**config.mk**
```make
export PLATFORM = sky130hd
export DESIGN_NAME = boe_input_feeder_flat
export DESIGN_NICKNAME = d
export VERILOG_FILES = /design/src/rtl/boe_input_feeder_if.sv /design/src/rtl/boe_input_feeder.sv /design/src/flat_wrapper.sv
export SDC_FILE = /design/constraint.sdc
export NUM_CORES = 1
export LEC_CHECK = 0
export ABC_AREA = 0
export CELL_PAD_IN_SITES_DETAIL_PLACEMENT = 0
export CELL_PAD_IN_SITES_GLOBAL_PLACEMENT = 2
export CORE_MARGIN = 1
export CORE_UTILIZATION = 40
export DETAILED_ROUTE_END_ITERATION = 10
export PLACE_DENSITY_LB_ADDON = 0.1
export RECOVER_POWER = 25
export SETUP_SLACK_MARGIN = 0.2
export SYNTH_ARGS = -nofsm -noshare
export SYNTH_HDL_FRONTEND = slang
export SYNTH_SLANG_ARGS = --single-unit
```
**constraint.sdc**
```tcl
create_clock -name clk -period 2.1 [get_ports clk]
set_input_delay 0.42 -clock clk [delete_from_list [all_inputs] [get_ports clk]]
set_output_delay 0.42 -clock clk [all_outputs]
set_load 0.01 [all_outputs]
```
**src/rtl/boe_input_feeder_if.sv**
```systemverilog
// Byte-stream upstream handshake plus BOE-stage slot outputs of the input feeder.
interface boe_input_feeder_if;
    logic       in_valid;
    logic [7:0] in_data;
    logic       in_last;
    logic       in_ready;
    logic [2:0] data_num;
    logic [7:0] data_in;
    logic       frame_start;
    logic       frame_valid;
    logic       trunc_err;

    modport master (
        output in_valid, in_data, in_last,
        input  in_ready, data_num, data_in, frame_start, frame_valid, trunc_err
    );

    modport slave (
        input  in_valid, in_data, in_last,
        output in_ready, data_num, data_in, frame_start, frame_valid, trunc_err
    );
endinterface

```
**src/rtl/boe_input_feeder.sv**
```systemverilog
// Ping-pong frame buffer feeding a BOE stage with back-to-back slots of 2N+2 cycles;
// a filler slot (N=1, frame_valid=0) is emitted whenever no complete frame is waiting.
module boe_input_feeder (
    input  logic              clk,
    input  logic              rst,
    boe_input_feeder_if.slave bus
);
    localparam int unsigned DEPTH = 6;
    localparam int unsigned DW    = 8;
    localparam int unsigned CW    = 3;
    localparam int unsigned SW    = 4;

    logic [DW-1:0] mem [2][DEPTH];
    logic [CW-1:0] cnt_q [2];
    logic [CW-1:0] cnt_d [2];
    logic [1:0]    full_q, full_d;
    logic          fill_ptr_q, fill_ptr_d;
    logic          emit_ptr_q, emit_ptr_d;
    logic [SW-1:0] cyc_q, cyc_d;
    logic [CW-1:0] num_q, num_d;
    logic [DW-1:0] din_q, din_d;
    logic          start_q, start_d;
    logic          fv_q, fv_d;
    logic          trunc_q, trunc_d;

    logic          xfer;
    logic          slot_last;
    logic          cand;
    logic [CW-1:0] fill_cnt;
    logic [SW-1:0] nxt_cyc;

    assign fill_cnt  = cnt_q[fill_ptr_q];
    assign xfer      = bus.in_valid & ~full_q[fill_ptr_q];
    assign slot_last = (cyc_q == {num_q, 1'b1});
    assign nxt_cyc   = cyc_q + SW'(1);
    // A real slot hands over to the other bank; a filler slot re-examines the same one.
    assign cand      = emit_ptr_q ^ fv_q;

    assign bus.in_ready    = ~full_q[fill_ptr_q];
    assign bus.data_num    = num_q;
    assign bus.data_in     = din_q;
    assign bus.frame_start = start_q;
    assign bus.frame_valid = fv_q;
    assign bus.trunc_err   = trunc_q;

    // Byte storage; contents are only meaningful below the bank count.
    always_ff @(posedge clk) begin
        if (xfer) begin
            mem[fill_ptr_q][fill_cnt] <= bus.in_data;
        end
    end

    always_comb begin
        cnt_d      = cnt_q;
        full_d     = full_q;
        fill_ptr_d = fill_ptr_q;
        emit_ptr_d = emit_ptr_q;
        cyc_d      = nxt_cyc;
        num_d      = num_q;
        din_d      = '0;
        start_d    = 1'b0;
        fv_d       = fv_q;
        trunc_d    = 1'b0;

        if (xfer) begin
            cnt_d[fill_ptr_q] = fill_cnt + CW'(1);
            if (bus.in_last || (fill_cnt == CW'(DEPTH - 1))) begin
                full_d[fill_ptr_q] = 1'b1;
                fill_ptr_d         = ~fill_ptr_q;
            end
            trunc_d = (fill_cnt == CW'(DEPTH - 1)) && !bus.in_last;
        end

        if (slot_last) begin
            // Fill and emit banks never coincide here while a write is possible.
            if (fv_q) begin
                cnt_d[emit_ptr_q]  = '0;
                full_d[emit_ptr_q] = 1'b0;
            end
            emit_ptr_d = cand;
            cyc_d      = '0;
            start_d    = 1'b1;
            if (full_q[cand]) begin
                num_d = cnt_q[cand];
                din_d = mem[cand][0];
                fv_d  = 1'b1;
            end else begin
                num_d = CW'(1);
                fv_d  = 1'b0;
            end
        end else if (nxt_cyc < SW'(num_q)) begin
            din_d = mem[emit_ptr_q][CW'(nxt_cyc)];
        end
    end

    always_ff @(posedge clk) begin
        if (rst) begin
            cnt_q      <= '{default: '0};
            full_q     <= '0;
            fill_ptr_q <= 1'b0;
            emit_ptr_q <= 1'b0;
            cyc_q      <= '0;
            num_q      <= CW'(1);
            din_q      <= '0;
            start_q    <= 1'b1;
            fv_q       <= 1'b0;
            trunc_q    <= 1'b0;
        end else begin
            cnt_q      <= cnt_d;
            full_q     <= full_d;
            fill_ptr_q <= fill_ptr_d;
            emit_ptr_q <= emit_ptr_d;
            cyc_q      <= cyc_d;
            num_q      <= num_d;
            din_q      <= din_d;
            start_q    <= start_d;
            fv_q       <= fv_d;
            trunc_q    <= trunc_d;
        end
    end
endmodule

```
**src/flat_wrapper.sv**
```systemverilog
// flat-port wrapper written by rule: the top's interface ports become plain ports
module boe_input_feeder_flat 
  (clk, rst, bus_in_valid, bus_in_data, bus_in_last, bus_in_ready, bus_data_num, bus_data_in, bus_frame_start, bus_frame_valid, bus_trunc_err);
  boe_input_feeder_if bus_i ();
  input  logic clk;
  input  logic rst;
  input wire logic [$bits(bus_i.in_valid)-1:0] bus_in_valid;
  input wire logic [$bits(bus_i.in_data)-1:0] bus_in_data;
  input wire logic [$bits(bus_i.in_last)-1:0] bus_in_last;
  output wire logic [$bits(bus_i.in_ready)-1:0] bus_in_ready;
  output wire logic [$bits(bus_i.data_num)-1:0] bus_data_num;
  output wire logic [$bits(bus_i.data_in)-1:0] bus_data_in;
  output wire logic [$bits(bus_i.frame_start)-1:0] bus_frame_start;
  output wire logic [$bits(bus_i.frame_valid)-1:0] bus_frame_valid;
  output wire logic [$bits(bus_i.trunc_err)-1:0] bus_trunc_err;
  assign bus_i.in_valid = bus_in_valid;
  assign bus_i.in_data = bus_in_data;
  assign bus_i.in_last = bus_in_last;
  assign bus_in_ready = bus_i.in_ready;
  assign bus_data_num = bus_i.data_num;
  assign bus_data_in = bus_i.data_in;
  assign bus_frame_start = bus_i.frame_start;
  assign bus_frame_valid = bus_i.frame_valid;
  assign bus_trunc_err = bus_i.trunc_err;
  boe_input_feeder u_core (.clk(clk), .rst(rst), .bus(bus_i));
endmodule
```
==> impl_results.md <==
- Gate Count Post-Synth: ~320
- TritonCTS Buffers: 17
- Port bufs: 26
- Synth Register Bits: between 100 and 150
- Post-layout util: between 50% and 60%
- P per Cell Area: 982 mW/mm²
- Number of global-route vias before repair: 2854
- Setup_tns: 0 ns
- Hold path depth: 2
- ANT cells: 0
- RSZ-0062 raised after global routing: false
- Int Power: 0.00494 W
- Syn nets: 334
- Final Wtd Congestion: 0.751
- CTS Hold Bufs: 0
- Outcome: complete, no violations
- WP data required: 1.68 ns
- Fraction of layout instances using a drive strength above 1: roughly 23%
- Core area: 0.0123 mm²
- Final net count: ~390
- Yosys warning count: 0
- Boundary Pins: 27
- Seq/Total Area, Yosys: just under 70%
- Mapped Avg Cell Area: between 15 and 20 µm²
- Critical Path AT: between 1 and 1.5 ns
- Crit path max-delay cell type: clkdlybuf4s50_1
- Worst r2r src: u_core.cyc_q[1]
- Crit share post-route: a little under nine tenths
- DR iter-0 viols: about 150
- EDFF count, synth: between 90 and 100
- Initial antenna violation count: 0
- DRC: 0
- Root buffer cell: clkbuf_16
- Mapped cell area: about 0.0051 mm²
- Worst VDD drop: approximately 0.52 mV
- R2R depth: 5
- Main flop type after synthesis: edfxtp_1
- Post-CTS Setup Inserts: 0
- Pin count of the biggest net entering global routing: 39
- CP Buf/Inv Count: 1
- Hold WC Path Type: register to register
- Worst Path Max Fanout: 8
- CTS tree: yes
- FF-to-FF End: u_core.bus.data_in[1]
- Clock group share of total power: between 40% and 50%
- Vias/cell: 5.15
- Slew @ Worst Pin: 0.539 ns
- Fraction of power consumed by sequential logic: 44.6%
- Vias: between 2000 and 3000
- Crit-path cells: clkdlybuf4s50_1
- Hold path endpoint: u_core.bus.frame_valid
- Type of the worst setup path: register to output pin
- Async SR Flop Fraction: 0%
- Startpoint types: register
- Clock skew: ~0.0085 ns
- Grt total ovfl: 0
- Clock Tree Buf Depth: 2
- Sw frac: ~20%
- Remaining antenna violation count: 0
- Tmin final: 1.80 ns
- Drt first pass iters: 4
- Max Slew Vio Count: 0
- Worst setup EP type: output pin
- Syn-to-layout area delta: 23.6%
- Die Wd: roughly 120 µm
- CP max stage delay: 0.56 ns
- Worst-Skew Late Latency: ~0.41 ns
- Total GRT Usage: between 10% and 20%
- CP top delay family: buffers and inverters
- Clock-pin slew on the worst setup and hold paths: about 0.050 ns
- Max Clock Freq: 557 MHz
- Max cap viols: 0
- Hold path start: u_core.bus.frame_valid
- Total Routed Length: about 11000 µm
- R2R Setup Slk: roughly 0.34 ns
- Slew HR: 63.9%
- Hpwl dp: about 7400 µm
- Final hold vios: 0
- Htree depth: 4
- Comb power frac: about 7.6%
- Initial Util: a little over two fifths
- Site Rows: 40
- Mean routed wirelength per cell: a little under 20 µm
- Final setup viols: 0
- Switching power: around 0.0013 W
- Count of different cell masters after synthesis: 43
- Die Ht: 115 µm
- CTS Sinks: ~130
- LEAKAGE: approximately 2.2 nW
- First-pass GRT wire length: between 15000 and 20000 µm
- Total die area: between 0.01 and 0.015 mm²
routing by layer:
layer  wire [µm]  up-vias  share of wire (%)  global-route usage [%]
li1            -     1347                  -                       -
met1        5500     1413                 51                    26.9
met2        4710       66                 44                    25.6
met3         410        8                3.8                    4.32
met4          99        0               0.92                    7.53
met5           0        -                  0                       0
worst max-delay path by stage:
stage,start,to,slack [ns],depth (start not counted)
detailed placement,bus_in_valid,u_core.mem[0][13],0.04,4
global route,u_core.cyc_q[1],u_core.bus.data_in[7],0.23,5
finish,u_core.bus.frame_valid,bus_frame_valid,0.30,1
global placement,bus_in_valid,u_core.mem[0][10],0.1,4
CTS,u_core.bus.data_num[0],bus_data_num[0],0.28,1
floorplan,u_core.fill_ptr_q,u_core.mem[0][10],0.05,5
flip-flops by register name, indices dropped and copies added, names as in the netlist, named ones only:
| name | flops |
|---|---|
| u_core.bus.data_num | 3 |
| u_core.full_q | 2 |
| u_core.bus.frame_valid | 1 |
| u_core.emit_ptr_q | 1 |
| u_core.mem | 96 |
| u_core.bus.trunc_err | 1 |
| u_core.bus.frame_start | 1 |
| u_core.cnt_q | 6 |
| u_core.bus.data_in | 8 |
| u_core.cyc_q | 4 |
| u_core.fill_ptr_q | 1 |
timing repair:
item	in CTS	in global routing
endpoints found under the hold margin	0	0
endpoints found under the setup margin	50	0
resized for setup	5	0
metrics by stage:
stage	power (W)	setup WS [ns]	instances	hold WS [ns]	area [µm²]
floorplan	0.00310	0.0543	317	0.515	5140
global placement	0.00331	0.0971	520	0.551	5730
detailed placement	0.00331	0.0426	520	0.550	5730
CTS	0.00628	0.277	550	0.516	6330
global route	0.00643	0.231	550	0.538	6330
finish	0.00622	0.304	550	0.514	6330
cell usage after synthesis, types with 6 or more instances:
cell,n,area (µm²)
o22ai_1,10,62.6
buf_2,6,30.0
dfxtp_1,29,581
mux2i_1,41,410
nand2_1,7,26.3
nor3_1,11,55.1
a2bb2oi_1,7,61.3
xor2_1,6,52.6
mux4_2,16,360
inv_1,6,22.5
nor2_1,9,33.8
edfxtp_1,96,2880
worst register-to-register path, cell delays in order (launching register included):
cell,delay [ns]
dfxtp_1,0.33
ha_1,0.30
buf_4,0.23
mux4_2,0.52
a2bb2oi_1,0.14
o22ai_1,0.16
cell families (layout without fill, tap and decap cells):
logic type	after synthesis	in the layout	share of synthesized area [%]
flops	125	125	67.6
mux	61	61	15.9
simple gates	54	54	5.74
compound gates	37	37	5.15
buf+inv	25	90	2.71
xor+xnor	10	10	1.71
fa+ha+maj	5	5	1.22
cells in the final DEF, fill, tap and decap left out, types with 9 or more instances in the layout:
cell	count
edfxtp_1	96
mux2i_1	41
buf_4	27
dfxtp_1	26
clkdlybuf4s50_1	20
clkbuf_16	17
mux4_2	16
nor3_1	10
o22ai_1	10
nor2_1	9
layout make-up:
| class | instances | area (µm²) |
|---|---|---|
| Multi-Input combinational cell | 167 | 1550 |
| Sequential cell | 125 | 3470 |
| Fill cell | 1026 | 5930 |
| Clock buffer | 19 | 433 |
| Tap cell | 168 | 210 |
| Clock inverter | 11 | 169 |
| Timing Repair Buffer | 54 | 482 |
| Inverter | 6 | 22.5 |
power groups by stage:
stage	Clock (W)	Combinational (W)	Sequential [W]
after detailed placement	0	0.000482	0.00282
after global routing	0.00313	0.000524	0.00278
after CTS	0.00302	0.000483	0.00277
final	0.00297	0.000476	0.00277
after global placement	0	0.000483	0.00282
after floorplan	0	0.000271	0.00282
No activity file was read; power rests on OpenSTA's default activity.
